==> config.mk <==
export PLATFORM = sky130hd
export DESIGN_NAME = mc_ctrl
export DESIGN_NICKNAME = d
export VERILOG_FILES = /design/src/rtl/mc_ctrl_pkg.sv /design/src/rtl/mc_ctrl_instr_decode.sv /design/src/rtl/mc_ctrl.sv
export SDC_FILE = /design/constraint.sdc
export NUM_CORES = 1
export LEC_CHECK = 0
export BUFFER_PORTS_ARGS = -buffer_cell sky130_fd_sc_hd__buf_4
export CAP_MARGIN = 10
export CELL_PAD_IN_SITES_DETAIL_PLACEMENT = 0
export CELL_PAD_IN_SITES_GLOBAL_PLACEMENT = 2
export CORE_MARGIN = 2
export CORE_UTILIZATION = 29
export DETAILED_ROUTE_END_ITERATION = 7
export PLACE_DENSITY_LB_ADDON = 0.1
export SYNTH_ARGS = -nofsm -noshare
export SYNTH_HDL_FRONTEND = slang
export SYNTH_SLANG_ARGS = --single-unit
==> constraint.sdc <==
create_clock -name clk -period 2.07 [get_ports clk]
set_input_delay 0.3105 -clock clk [delete_from_list [all_inputs] [get_ports clk]]
set_output_delay 0.3105 -clock clk [all_outputs]
set_load 0.005 [all_outputs]
==> src/rtl/mc_ctrl_pkg.sv <==
`default_nettype none
// ============================================================================
// Module      : mc_ctrl_pkg
// Description : Shared encodings for the multicycle MIPS-subset controller:
//               FSM state codes, datapath select encodings and the opcode /
//               funct values that the controller and datapath both decode.
// Revision    : 1.0 - initial release
// ============================================================================
package mc_ctrl_pkg;

    // FSM states; numeric values are visible on the state output.
    typedef enum logic [2:0] {
        S_FETCH = 3'd0,
        S_DCD   = 3'd1,
        S_EXE   = 3'd2,
        S_MEM   = 3'd3,
        S_WB    = 3'd4
    } state_t;

    // Next-PC source
    localparam logic [1:0] C_NPC_PLUS4  = 2'b00;
    localparam logic [1:0] C_NPC_BRANCH = 2'b01;
    localparam logic [1:0] C_NPC_JUMP   = 2'b10;
    localparam logic [1:0] C_NPC_JR     = 2'b11;

    // ALU operation (3-bit core code, zero-extended to ALUOP_W at the top)
    localparam logic [2:0] C_ALU_ADDU = 3'd0;
    localparam logic [2:0] C_ALU_SUBU = 3'd1;
    localparam logic [2:0] C_ALU_AND  = 3'd2;
    localparam logic [2:0] C_ALU_OR   = 3'd3;
    localparam logic [2:0] C_ALU_SLT  = 3'd4;

    // ALU B operand source
    localparam logic C_BSEL_RD2 = 1'b0;
    localparam logic C_BSEL_IMM = 1'b1;

    // Register-file write address source
    localparam logic [1:0] C_GPR_RD = 2'd0;
    localparam logic [1:0] C_GPR_RT = 2'd1;
    localparam logic [1:0] C_GPR_RA = 2'd2;

    // Register-file write data source
    localparam logic [1:0] C_WD_ALU = 2'd0;
    localparam logic [1:0] C_WD_MEM = 2'd1;
    localparam logic [1:0] C_WD_PC  = 2'd2;

    // Opcodes (IR[31:26])
    localparam logic [5:0] C_OP_RTYPE = 6'h00;
    localparam logic [5:0] C_OP_J     = 6'h02;
    localparam logic [5:0] C_OP_JAL   = 6'h03;
    localparam logic [5:0] C_OP_BEQ   = 6'h04;
    localparam logic [5:0] C_OP_BNE   = 6'h05;
    localparam logic [5:0] C_OP_ADDIU = 6'h09;
    localparam logic [5:0] C_OP_ORI   = 6'h0D;
    localparam logic [5:0] C_OP_LW    = 6'h23;
    localparam logic [5:0] C_OP_SW    = 6'h2B;

    // Funct codes (IR[5:0]) for Op = 0
    localparam logic [5:0] C_FN_JR   = 6'h08;
    localparam logic [5:0] C_FN_ADDU = 6'h21;
    localparam logic [5:0] C_FN_SUBU = 6'h23;
    localparam logic [5:0] C_FN_AND  = 6'h24;
    localparam logic [5:0] C_FN_OR   = 6'h25;
    localparam logic [5:0] C_FN_SLT  = 6'h2A;

endpackage : mc_ctrl_pkg
`default_nettype wire

==> src/rtl/mc_ctrl_instr_decode.sv <==
`default_nettype none
// ============================================================================
// Module      : instr_decode
// Description : Combinational instruction classifier. Maps Op/Funct onto a
//               one-hot set of class flags and supplies the ALU operation
//               for ALU-type R instructions.
// Ports       : op, funct        - IR opcode and funct fields
//               rtype            - addu/subu/and/or/slt
//               itype_alu        - ori/addiu
//               ld, st, br       - lw, sw, beq/bne
//               j, jal, jr       - jumps
//               illegal          - anything not listed above
//               alu_op           - ALU code for rtype (0 otherwise)
// Revision    : 1.0 - initial release
// ============================================================================
module instr_decode
    import mc_ctrl_pkg::*;
(
    input  logic [5:0] op,
    input  logic [5:0] funct,
    output logic       rtype,
    output logic       itype_alu,
    output logic       ld,
    output logic       st,
    output logic       br,
    output logic       j,
    output logic       jal,
    output logic       jr,
    output logic       illegal,
    output logic [2:0] alu_op
);

    always_comb begin
        rtype     = 1'b0;
        itype_alu = 1'b0;
        ld        = 1'b0;
        st        = 1'b0;
        br        = 1'b0;
        j         = 1'b0;
        jal       = 1'b0;
        jr        = 1'b0;
        illegal   = 1'b0;
        alu_op    = C_ALU_ADDU;

        case (op)
            C_OP_RTYPE: begin
                case (funct)
                    C_FN_ADDU: begin rtype = 1'b1; alu_op = C_ALU_ADDU; end
                    C_FN_SUBU: begin rtype = 1'b1; alu_op = C_ALU_SUBU; end
                    C_FN_AND:  begin rtype = 1'b1; alu_op = C_ALU_AND;  end
                    C_FN_OR:   begin rtype = 1'b1; alu_op = C_ALU_OR;   end
                    C_FN_SLT:  begin rtype = 1'b1; alu_op = C_ALU_SLT;  end
                    C_FN_JR:   jr      = 1'b1;
                    default:   illegal = 1'b1;
                endcase
            end
            C_OP_ORI, C_OP_ADDIU: itype_alu = 1'b1;
            C_OP_LW:              ld        = 1'b1;
            C_OP_SW:              st        = 1'b1;
            C_OP_BEQ, C_OP_BNE:   br        = 1'b1;
            C_OP_J:               j         = 1'b1;
            C_OP_JAL:             jal       = 1'b1;
            default:              illegal   = 1'b1;
        endcase
    end

endmodule : instr_decode
`default_nettype wire

==> src/rtl/mc_ctrl.sv <==
`default_nettype none
// ============================================================================
// Module      : mc_ctrl
// Description : Multicycle controller for the MIPS-subset datapath. Five-state
//               FSM (FETCH/DCD/EXE/MEM/WB) with per-instruction sequencing,
//               memory wait-state handshake, illegal-opcode pulse and a
//               retired-instruction counter.
// Ports       : clk, rst (async, active high)
//               Op, Funct, Zero, mem_ready          - inputs from IR/ALU/memory
//               state                               - current FSM state
//               mem_req, PCWr, IRWr, RFWr, DMWr     - request / write enables
//               NPCOp, ALUOp, EXTOp, BSel, GPRSel, WDSel - datapath selects
//               illegal, retire                     - one-cycle event pulses
//               instr_cnt                           - retired instruction count
// Revision    : 1.0 - initial release
// ============================================================================
module mc_ctrl
    import mc_ctrl_pkg::*;
#(
    parameter int ALUOP_W = 3,
    parameter int CNT_W   = 32,
    parameter bit MEM_HS  = 1'b1
) (
    input  logic               clk,
    input  logic               rst,
    input  logic [5:0]         Op,
    input  logic [5:0]         Funct,
    input  logic               Zero,
    input  logic               mem_ready,
    output logic [2:0]         state,
    output logic               mem_req,
    output logic               PCWr,
    output logic               IRWr,
    output logic               RFWr,
    output logic               DMWr,
    output logic [1:0]         NPCOp,
    output logic [ALUOP_W-1:0] ALUOp,
    output logic               EXTOp,
    output logic               BSel,
    output logic [1:0]         GPRSel,
    output logic [1:0]         WDSel,
    output logic               illegal,
    output logic               retire,
    output logic [CNT_W-1:0]   instr_cnt
);

    generate
        if (ALUOP_W < 3) begin : g_aluop_w_check
            $error("mc_ctrl: ALUOP_W must be at least 3");
        end
    endgenerate

    state_t           r_state;
    state_t           w_next_state;
    logic [CNT_W-1:0] r_instr_cnt;
    logic [2:0]       w_alu_op;
    logic             w_ready;

    logic w_rtype, w_itype_alu, w_ld, w_st, w_br, w_j, w_jal, w_jr, w_illegal;
    logic [2:0] w_rtype_alu;

    // Without the handshake, every memory access completes in one cycle.
    assign w_ready = MEM_HS ? mem_ready : 1'b1;

    instr_decode u_instr_decode (
        .op        (Op),
        .funct     (Funct),
        .rtype     (w_rtype),
        .itype_alu (w_itype_alu),
        .ld        (w_ld),
        .st        (w_st),
        .br        (w_br),
        .j         (w_j),
        .jal       (w_jal),
        .jr        (w_jr),
        .illegal   (w_illegal),
        .alu_op    (w_rtype_alu)
    );

    // ------------------------------------------------------------------
    // State register
    // ------------------------------------------------------------------
    always_ff @(posedge clk or posedge rst) begin
        if (rst) begin
            r_state <= S_FETCH;
        end else begin
            r_state <= w_next_state;
        end
    end

    // ------------------------------------------------------------------
    // Next state and outputs
    // ------------------------------------------------------------------
    always_comb begin
        w_next_state = r_state;
        mem_req      = 1'b0;
        PCWr         = 1'b0;
        IRWr         = 1'b0;
        RFWr         = 1'b0;
        DMWr         = 1'b0;
        NPCOp        = C_NPC_PLUS4;
        w_alu_op     = C_ALU_ADDU;
        EXTOp        = 1'b0;
        BSel         = C_BSEL_RD2;
        GPRSel       = C_GPR_RD;
        WDSel        = C_WD_ALU;
        illegal      = 1'b0;
        retire       = 1'b0;

        case (r_state)
            S_FETCH: begin
                mem_req = 1'b1;
                if (w_ready) begin
                    IRWr         = 1'b1;
                    PCWr         = 1'b1;
                    NPCOp        = C_NPC_PLUS4;
                    w_next_state = S_DCD;
                end
            end

            S_DCD: begin
                if (w_j || w_jal) begin
                    PCWr         = 1'b1;
                    NPCOp        = C_NPC_JUMP;
                    retire       = 1'b1;
                    w_next_state = S_FETCH;
                    if (w_jal) begin
                        RFWr   = 1'b1;
                        GPRSel = C_GPR_RA;
                        WDSel  = C_WD_PC;
                    end
                end else if (w_jr) begin
                    PCWr         = 1'b1;
                    NPCOp        = C_NPC_JR;
                    retire       = 1'b1;
                    w_next_state = S_FETCH;
                end else if (w_illegal) begin
                    illegal      = 1'b1;
                    w_next_state = S_FETCH;
                end else begin
                    w_next_state = S_EXE;
                end
            end

            S_EXE: begin
                w_next_state = S_FETCH;
                if (w_rtype) begin
                    BSel         = C_BSEL_RD2;
                    w_alu_op     = w_rtype_alu;
                    w_next_state = S_WB;
                end else if (w_itype_alu) begin
                    BSel         = C_BSEL_IMM;
                    // ori zero-extends its immediate, addiu sign-extends.
                    EXTOp        = (Op != C_OP_ORI);
                    w_alu_op     = (Op == C_OP_ORI) ? C_ALU_OR : C_ALU_ADDU;
                    w_next_state = S_WB;
                end else if (w_ld || w_st) begin
                    BSel         = C_BSEL_IMM;
                    EXTOp        = 1'b1;
                    w_alu_op     = C_ALU_ADDU;
                    w_next_state = S_MEM;
                end else if (w_br) begin
                    BSel     = C_BSEL_RD2;
                    EXTOp    = 1'b1;
                    w_alu_op = C_ALU_SUBU;
                    NPCOp    = C_NPC_BRANCH;
                    // Zero comes from rs - rt; bne takes the branch on non-zero.
                    PCWr     = (Op == C_OP_BNE) ? ~Zero : Zero;
                    retire   = 1'b1;
                end
            end

            S_MEM: begin
                mem_req = 1'b1;
                if (w_ready) begin
                    if (w_st) begin
                        DMWr         = 1'b1;
                        retire       = 1'b1;
                        w_next_state = S_FETCH;
                    end else begin
                        w_next_state = S_WB;
                    end
                end
            end

            S_WB: begin
                RFWr         = 1'b1;
                retire       = 1'b1;
                w_next_state = S_FETCH;
                if (w_ld) begin
                    GPRSel = C_GPR_RT;
                    WDSel  = C_WD_MEM;
                end else if (w_itype_alu) begin
                    GPRSel = C_GPR_RT;
                    WDSel  = C_WD_ALU;
                end else begin
                    GPRSel = C_GPR_RD;
                    WDSel  = C_WD_ALU;
                end
            end

            default: w_next_state = S_FETCH;
        endcase

        // Reset holds every enable and event low even though the state
        // register already reads FETCH.
        if (rst) begin
            mem_req = 1'b0;
            PCWr    = 1'b0;
            IRWr    = 1'b0;
            RFWr    = 1'b0;
            DMWr    = 1'b0;
            illegal = 1'b0;
            retire  = 1'b0;
        end
    end

    assign ALUOp = ALUOP_W'(w_alu_op);
    assign state = r_state;

    // ------------------------------------------------------------------
    // Retired-instruction counter (wraps naturally)
    // ------------------------------------------------------------------
    always_ff @(posedge clk or posedge rst) begin
        if (rst) begin
            r_instr_cnt <= '0;
        end else if (retire) begin
            r_instr_cnt <= r_instr_cnt + CNT_W'(1);
        end
    end

    assign instr_cnt = r_instr_cnt;

endmodule : mc_ctrl
`default_nettype wire

==> metrics.txt <==
final standard cell utilization of the core=0.446; peak supply drop=280 uV; CP Class=reg -> out; Routed WL per cell=13.6 um; highest-utilization routing layer at the global route stage=met1; Synth top cells by count=35 x sky130_fd_sc_hd__dfrtp_1, 24 x sky130_fd_sc_hd__xnor2_1, 23 x sky130_fd_sc_hd__nand2_1, 21 x sky130_fd_sc_hd__nand3_1, 20 x sky130_fd_sc_hd__nor2_1; mean number of vias per cell=4.72; share of cells above drive strength 1=0.381; launch point of the worst reg-to-reg path=state[2]; maximum cell stage delay along the critical path=470 ps; Crit path top cell by count=sky130_fd_sc_hd__buf_6; Diodes inserted=0; TritonCTS clock tree=done; number of buffer and inverter instances along the worst setup path=2; number of hold violations in the final report=0; maximum number of buffers from clock root to sink=2; Worst-Margin Slew=347 ps; global-route wire length before repair=9.36 mm; number of cell rows=30; Post-DRT Antenna Nets=0; via count of the first global-routing pass=1853; R2R depth=7; type of element capturing the critical path=output pin; Yosys top cell area share=0.428; number of detailed-route iterations in the first pass=4; total track usage=0.154; headroom to the max-slew limit=0.767; count of cell types in the netlist=44; half-perimeter wire length after detailed placement=4.45 mm; Pwr per Cell Area=470 mW/mm2; post-synthesis net count=241; sequential fraction of the synthesis area=0.428; H-Tree Level Count=2; required arrival time at the worst endpoint=1760 ps; final critical-path required period=2050 ps; worst setup path start=state[1]; count of mapped cells out of synthesis=224; met1 Resource Use GR=0.236; Num CTS Buffers=5; DRC violations left=0; final setup fails=0; number of violations reported at the end of detailed-routing iteration 0=135; Port Buffer Count=68; number of antenna violations at the first check in global routing=0; area of the mapped netlist=0.00205 mm2; slowest stage cell, crit path=sky130_fd_sc_hd__dfrtp_2; predominant post-synthesis flop cell=sky130_fd_sc_hd__dfrtp_1; library cell used as clock root buffer=sky130_fd_sc_hd__clkbuf_8; async set or reset register ratio after synthesis=1.00; data arrival time of the critical path=1740 ps; Horiz. Die Dim=88.0 um; routed wire length=5.76 mm; Clock Pin Slew Worst Setup and Hold Paths=70 ps; worst-case clock skew=4.70 ps; clk_lat worst skew=280 ps; met3 demand-to-capacity share in global routing=0.0339; count of cell instances traversed by the critical path=6; Max Fclk=0.488 GHz; number of max-cap violations=0; remaining global-route overflow=0; full die area=0.00774 mm2; endpoint of the lowest-slack register-to-register path=instr_cnt[1]; setup slack, reg-to-reg=100 ps; CP max FO=6; routability congestion estimate from global placement=0.824; Total Neg Setup Slack=0 ps; top cells by area in the synthesized netlist=sky130_fd_sc_hd__dfrtp_1 43%, sky130_fd_sc_hd__xnor2_1 10%, sky130_fd_sc_hd__nand3_1 5.1%; dominant cell by count in the synthesized netlist=sky130_fd_sc_hd__dfrtp_1; io pins=69; total count of max-transition violations in the final report=0; gate family responsible for the most delay along the worst path=compound AO/OA/AOI/OAI gates; cell taking the most area after synthesis=sky130_fd_sc_hd__dfrtp_1; syn avg cell area=9.13 um2; count of flip-flops with a built-in enable after synthesis=0; via count=2001; type of element launching the critical path=flip-flop; RSZ-0062 raised after global routing=yes; Min-Delay Path Class=in -> async; cell-by-cell trace of the critical path=nor3b_4 > a32oi_1 > o31a_1 > a21oi_2 > buf_6 > buf_6; yosys warns=0; met2 layer usage reported by global route=0.223; starting density of the core=0.301; register bit total from synthesis=35; clock tree sinks=35; share of the clock period used by the worst path=0.990; pin count of the biggest net entering global routing=22; result of the run=finished, final reports clean; height of the die=88.0 um; Leakage Power=1.44 nW; number of nets in the final layout=345; placeable core region=0.00679 mm2; Layout Area Growth over Synthesis=48.1%; hold-fix buffers at CTS=0
## report_power, final
group | total, mW | internal (mW) | leakage, nW | switching [mW]
registers | 0.727 | 0.700 | 0.472 | 0.0274
clock network | 0.505 | 0.261 | 0.0470 | 0.244
logic | 0.191 | 0.100 | 0.916 | 0.0911
total | 1.42 | 1.06 | 1.44 | 0.362
## metal layers
layer | vias to the layer above | wire [um]
li1 | 1005 | -
met4 | 0 | 31
met3 | 4 | 239
met2 | 46 | 2570
met5 | - | 0
met1 | 946 | 2920
## logic make-up (layout without fill, tap and decap cells)
| logic type | after synthesis | in the layout | synth area share |
|---|---|---|---|
| AOI/OAI and AO/OA | 25 | 25 | 0.0832 |
| xor gates and xnor gates | 33 | 33 | 0.141 |
| adders and majority gates | 1 | 1 | 0.00612 |
| buffers and inverters | 11 | 115 | 0.0232 |
| DFF | 35 | 35 | 0.428 |
| muxes | 2 | 2 | 0.0110 |
| and+or+nand+nor | 117 | 117 | 0.307 |
## state kept, by name, indices dropped and copies added (netlist names)
| signal | flops |
|---|---|
| instr_cnt | 32 |
| state | 3 |
## worst max path at each step
stage / endpoint / slack [ps]
6_report: retire / 20
5_1_grt: retire / -30
4_1_cts: ALUOp[1] / 0.9
3_5_place_dp: ALUOp[1] / -10
3_3_place_gp: ALUOp[1] / 50
2_1_floorplan: instr_cnt[1] / 190
## stage by stage
step | hold slack, ps | cell area (um2) | total power, mW | setup WS, ps | std cells
6_report | 138 | 3030 | 1.42 | 21.2 | 424
5_1_grt | 156 | 3030 | 1.50 | -27.7 | 424
4_1_cts | 143 | 2950 | 1.43 | 0.923 | 417
3_5_place_dp | 452 | 2830 | 0.920 | -12.3 | 407
3_3_place_gp | 442 | 2830 | 0.922 | 52.0 | 407
2_1_floorplan | 468 | 2050 | 0.812 | 186 | 224
## cell type report
type	count	area [um2]
multi-input combinational	178	1150
clock buffer	6	82.6
sequential	35	878
clock inverter	1	5.00
tap	96	120
fill	704	3760
inverter	6	23.8
timing repair buffer	102	773
## cell usage in the layout (no fill, tap or decap), drive strengths merged, types with 6 or more instances in the layout
master	instances
dfrtp	35
buf	102
a21oi	8
xnor2	24
nor3	11
nor2	20
xor2	9
nand2	23
nand3	21
clkbuf	6
nand4	10
## timing repair
| item | 4_1_cts | 5_1_grt |
|---|---|---|
| endpoints found under the setup margin | 2 | 3 |
| buffers inserted | 3 | 7 |
| pin swaps | 2 | 4 |
| gates resized for setup | 4 | 5 |
## tightest hold or removal path: stages
cell and delay (ps):
sky130_fd_sc_hd__buf_4 160, sky130_fd_sc_hd__inv_1 80, sky130_fd_sc_hd__buf_4 230
No activity file was read; power rests on OpenSTA's default activity.
